--- config.mk ---
export PLATFORM = sky130hd
export DESIGN_NAME = gf32_mul_arbiter
export DESIGN_NICKNAME = d
export VERILOG_FILES = /design/src/rtl/gf32_mul_arbiter.sv
export SDC_FILE = /design/constraint.sdc
export NUM_CORES = 1
export LEC_CHECK = 0
export CORE_MARGIN = 5
export CORE_UTILIZATION = 25
export CTS_CLUSTER_DIAMETER = 50
export DETAILED_ROUTE_END_ITERATION = 6
export GPL_TIMING_DRIVEN = 0
export PLACE_DENSITY_LB_ADDON = 0.1
export SLEW_MARGIN = 30
export SYNTH_ARGS = -nofsm -noshare
export SYNTH_HDL_FRONTEND = slang
export SYNTH_SLANG_ARGS = --single-unit
--- constraint.sdc ---
create_clock -name i_clk -period 4.9 [get_ports i_clk]
set_clock_uncertainty 0.1 [all_clocks]
set_input_delay 0.98 -clock i_clk [delete_from_list [all_inputs] [get_ports i_clk]]
set_output_delay 0.98 -clock i_clk [all_outputs]
set_load 0.02 [all_outputs]
--- src/rtl/gf32_mul_arbiter.sv ---
// Two-port arbiter in front of one start/done GF multiplier: one buffered request per port,
// round-robin grant, single operation in flight, stall timeout and sticky protocol-error flags.
module gf32_mul_arbiter #(
    parameter int WIDTH   = 32,
    parameter int TIMEOUT = 64
) (
    input  logic             i_clk,
    input  logic             i_rst_n,
    input  logic             i_start_0,
    input  logic [WIDTH-1:0] i_x_0,
    input  logic [WIDTH-1:0] i_y_0,
    output logic [WIDTH-1:0] o_res_0,
    output logic             o_done_0,
    input  logic             i_start_1,
    input  logic [WIDTH-1:0] i_x_1,
    input  logic [WIDTH-1:0] i_y_1,
    output logic [WIDTH-1:0] o_res_1,
    output logic             o_done_1,
    output logic             o_start_mul,
    output logic [WIDTH-1:0] o_x_mul,
    output logic [WIDTH-1:0] o_y_mul,
    input  logic [WIDTH-1:0] i_o_mul,
    input  logic             i_done_mul,
    output logic             o_busy,
    output logic             o_err_proto,
    output logic             o_err_timeout
);

    localparam int CW = $clog2(TIMEOUT);

    typedef enum logic [1:0] {IDLE, ISSUE, WAIT, RESP} state_t;

    state_t           state;
    state_t           state_next;
    logic             pend_0;
    logic             pend_1;
    logic [WIDTH-1:0] x_buf_0;
    logic [WIDTH-1:0] y_buf_0;
    logic [WIDTH-1:0] x_buf_1;
    logic [WIDTH-1:0] y_buf_1;
    logic             rr;
    logic             owner;
    logic [CW-1:0]    count;
    logic             in_flight;
    logic             busy_0;
    logic             busy_1;
    logic             take_0;
    logic             take_1;
    logic             grant;
    logic             issue_sel;
    logic             timed_out;

    // A port stays busy through ISSUE/WAIT of its own op; in RESP a new start is already legal.
    assign in_flight = (state == ISSUE) || (state == WAIT);
    assign busy_0    = pend_0 | (in_flight & ~owner);
    assign busy_1    = pend_1 | (in_flight & owner);
    assign take_0    = i_start_0 & ~busy_0;
    assign take_1    = i_start_1 & ~busy_1;
    assign grant     = (pend_0 & pend_1) ? rr : pend_1;
    assign issue_sel = (state == IDLE) && (pend_0 || pend_1);
    assign timed_out = (count == CW'(TIMEOUT - 1));

    always_ff @(posedge i_clk or negedge i_rst_n) begin
        if (!i_rst_n) begin
            state <= IDLE;
        end else begin
            state <= state_next;
        end
    end

    always_comb begin
        state_next = state;
        case (state)
            IDLE:    if (pend_0 || pend_1) state_next = ISSUE;
            ISSUE:   state_next = WAIT;
            WAIT:    if (i_done_mul || timed_out) state_next = RESP;
            RESP:    state_next = IDLE;
            default: state_next = IDLE;
        endcase
    end

    always_comb begin
        o_start_mul = 1'b0;
        o_done_0    = 1'b0;
        o_done_1    = 1'b0;
        o_busy      = pend_0 | pend_1 | (state != IDLE);
        case (state)
            ISSUE: o_start_mul = 1'b1;
            RESP: begin
                o_done_0 = ~owner;
                o_done_1 = owner;
            end
            default: ;
        endcase
    end

    always_ff @(posedge i_clk or negedge i_rst_n) begin
        if (!i_rst_n) begin
            pend_0  <= 1'b0;
            pend_1  <= 1'b0;
            x_buf_0 <= '0;
            y_buf_0 <= '0;
            x_buf_1 <= '0;
            y_buf_1 <= '0;
        end else begin
            if (take_0) begin
                pend_0  <= 1'b1;
                x_buf_0 <= i_x_0;
                y_buf_0 <= i_y_0;
            end else if (state == ISSUE && !owner) begin
                pend_0 <= 1'b0;
            end
            if (take_1) begin
                pend_1  <= 1'b1;
                x_buf_1 <= i_x_1;
                y_buf_1 <= i_y_1;
            end else if (state == ISSUE && owner) begin
                pend_1 <= 1'b0;
            end
        end
    end

    // Grant is decided in IDLE so the operands are already on the multiplier bus during ISSUE.
    always_ff @(posedge i_clk or negedge i_rst_n) begin
        if (!i_rst_n) begin
            rr      <= 1'b0;
            owner   <= 1'b0;
            o_x_mul <= '0;
            o_y_mul <= '0;
        end else if (issue_sel) begin
            rr      <= ~grant;
            owner   <= grant;
            o_x_mul <= grant ? x_buf_1 : x_buf_0;
            o_y_mul <= grant ? y_buf_1 : y_buf_0;
        end
    end

    always_ff @(posedge i_clk or negedge i_rst_n) begin
        if (!i_rst_n) begin
            count <= '0;
        end else if (state == ISSUE) begin
            count <= '0;
        end else if (state == WAIT && !timed_out) begin
            count <= count + 1'b1;
        end
    end

    // A stalled multiplier still produces a (zero) response so the owner never deadlocks.
    always_ff @(posedge i_clk or negedge i_rst_n) begin
        if (!i_rst_n) begin
            o_res_0       <= '0;
            o_res_1       <= '0;
            o_err_timeout <= 1'b0;
        end else if (state == WAIT) begin
            if (i_done_mul) begin
                if (owner) o_res_1 <= i_o_mul;
                else       o_res_0 <= i_o_mul;
            end else if (timed_out) begin
                o_err_timeout <= 1'b1;
                if (owner) o_res_1 <= '0;
                else       o_res_0 <= '0;
            end
        end
    end

    always_ff @(posedge i_clk or negedge i_rst_n) begin
        if (!i_rst_n) begin
            o_err_proto <= 1'b0;
        end else if ((i_start_0 && busy_0) || (i_start_1 && busy_1)) begin
            o_err_proto <= 1'b1;
        end
    end

endmodule

==> results.yml <==
synthesis:
  yosysWarnings: 0
  syn_area_mm2: 0.0106
  yosysUniqueCellTypes: 38
  synth_cells: 706
  mappedNetlistNets: 876
  avgSynthCellArea_um2: 15.0
  synth-seq-area-share: 0.639
  ys_ff_latch: 270
cts:
  cts_made_buffers: 41
  hold_buffers: 0
  cts_sinks: 270
  clk_path_buf_depth: 3
  clk_pin_slew_worst_paths_ns: 0.06
  cts_tree: "done"
  cts_root_buf: "clkbuf_16"
  cts_resized: 0
  cts_setup_buffers: 0
  htree_num_levels: 2
  clk_latency_ns: 0.54
critical_path:
  path_class: "register to primary output"
  cp-end-kind: "primary output"
  cp-start-kind: "register"
  reg2regPathDepth: 7
  rr_endpoint: "o_y_mul[19]"
  cp_max_fo: 5
  r2r_slack_ns: 2.70
  required_ns: 3.82
  arrival_ns: 2.05
  reg2reg_from: "state[0]"
power:
  power_density_mw_per_mm2: 720
  peakVddDrop_mv: 0.221
  leakage_nw: 7.15
  finalPower_mw: 11.3
cells_and_area:
  design_area_mm2: 0.0157
  nets: 1220
  multi_input_comb_area_mm2: 0.00322
  register_area_mm2: 0.00676
  layout-drive-gt1-share: 0.148
  syn_to_final_growth_pct: 48.9
  fillers: 4064
floorplanning:
  row_count: 75
  ioPinCount: 299
  die_area_mm2: 0.0465
  die_x_um: 216
  start_util: 0.252
  fp.coreArea_mm2: 0.0419
  dieHeight_um: 216
run:
  cap_violations: 0
global_route:
  antenna_found_initial: 3
  grt_first_pass_wirelength_mm: 49.6
  grt_max_degree: 77
  grt-ovfl-total: 0
  grtUsageTotal: 0.136
  grt_pass1_vias: 7947
sta:
  period_minus_slack_ns: 3.13
  relSlewSlack: 0.543
  timing.setup.tns_ns: 0
  hold_viol: 0
  setup_viol: 0
  finalCritPeriodShare: 0.640
  tightest_slew_ns: 0.685
  rsz0062_at_grt: "false"
  clock.fmax_mhz: 319
  drv_slew: 0
placement:
  placed_cell_area_mm2: 0.0143
  post-dp-hpwl_mm: 21.9
  io_buffers: 298
  routabilityCongestion: 0.722
detailed_routing:
  wl_mm: 32.4
  dr.pass1.iters: 5
  remaining_drc_errors: 0
  drt-initial-drc-count: 701
  via_count: 7305
  ant_nets: 0
  viasPerCell: 4.51
  post_drt_wl_per_cell_um: 20.0
status:
  outcome: "complete, no violations"
worst_hold_path:
  holdCritPathClass: "input port to asynchronous set/reset pin"
[placed cells by master (no fill, tap or decap), types with 4 or more instances in the layout]
cell type        netlist  routed
clkbuf_1              15      19
buf_6                  8       8
clkbuf_8               0       6
buf_8                  4       5
nand2_1                7       7
a222oi_1              64      64
ha_1                   5       5
a21oi_1                7       7
o21ai_1                4       4
buf_2                 21      21
nor2_1                 4       4
a22o_1                65      65
mux2_4                49      49
inv_6                  0       7
mux2_1                80      80
clkdlybuf4s50_1        0     297
clkbuf_16              0      43
inv_1                 69      69
dfrtp_1              270     270
bufinv_16              0       4
[metal layers]
layer,GRT usage,vias to the layer above,share of wire
li1,-,3317,-
met1,0.189,3673,0.47
met2,0.194,265,0.42
met3,0.0541,46,0.085
met4,0.0427,4,0.022
met5,0,-,0.00074
[registers in the layout, summed over array words and instances (netlist names)]
signal         count
x_buf_1           32
owner              1
o_err_proto        1
rr                 1
x_buf_0           32
y_buf_0           32
o_err_timeout      1
pend_1             1
o_y_mul           32
y_buf_1           32
pend_0             1
o_res_0           32
o_x_mul           32
count              6
o_res_1           32
state              2
[cell families (layout without fill, tap and decap cells)]
family,after synthesis,count (layout),synth area share
other,0,1,0
AO/OA/AOI/OAI,152,152,0.128
flip-flops,270,270,0.639
adder cells (fa/ha/maj),5,5,0.00592
multiplexers,129,129,0.155
XOR/XNOR,1,1,0.000829
buffers and inverters,121,494,0.0558
AND/OR/NAND/NOR,28,28,0.0152
[where the power goes]
part,switching (mW),leakage [nW],internal (mW)
clock,1.11,0.693,1.92
combinational,2.12,3.16,2.26
sequential,0.602,3.29,3.32
total,3.83,7.15,7.50
[area by class of cell]
class	count	area share
sequential	270	0.429
inverter	70	0.0167
timing repair buffer	301	0.195
clock inverter	19	0.0155
clock buffer	53	0.0746
antenna	1	0.000159
tap	539	0.0429
buffer	51	0.0208
multi-input combinational	315	0.205
[critical path, stage by stage (launching register included)]
cell and delay (ns):
dfrtp_1 0.37, inv_1 0.08, ha_1 0.26, nand2_1 0.12, clkdlybuf4s50_1 0.68
[metrics by stage]
stage / setup WS (ns) / util / hold WS, ns / std cells
CTS: 1.72 / 0.376 / 0.245 / 1618
detailed placement: 2.13 / 0.342 / 0.367 / 1546
finish: 1.77 / 0.376 / 0.254 / 1619
global placement: -10.0 / 0.340 / 0.367 / 1543
global route: 1.65 / 0.376 / 0.265 / 1619
floorplan: 2.96 / - / 0.357 / 706
[worst max-delay path by stage]
stage                     from           to  depth (start not counted)
floorplan            i_start_0  x_buf_0[25]                          4
global placement       i_rst_n  x_buf_1[29]                          1
detailed placement  i_done_mul  o_res_1[24]                          5
CTS                   state[1]       o_busy                          4
global route          state[0]       o_busy                          4
finish                state[0]       o_busy                          4
[synth_stat cells (all sizes together)]
cell type  number  area share
dfrtp         270        0.64
mux2          129        0.15
inv            70       0.025
a22o           65       0.054
a222oi         64       0.061
buf            36       0.026
clkbuf         15      0.0053
a21oi           9      0.0050
nand2           8      0.0036
ha              5      0.0059
o21ai           5      0.0024
nor2            4      0.0014
a21o            3      0.0021
and2            3      0.0020
a31oi           2      0.0012
and3            2      0.0012
nand3           2     0.00095
nor2b           2      0.0012
nor3            2     0.00095
o21bai          2      0.0014
a211oi          1     0.00071
and4            1     0.00083
and4b           1     0.00095
nand2b          1     0.00059
nor4bb          1     0.00095
o211ai          1     0.00071
or2             1     0.00059
xor2            1     0.00083
Power figures use the tool's default switching activity.
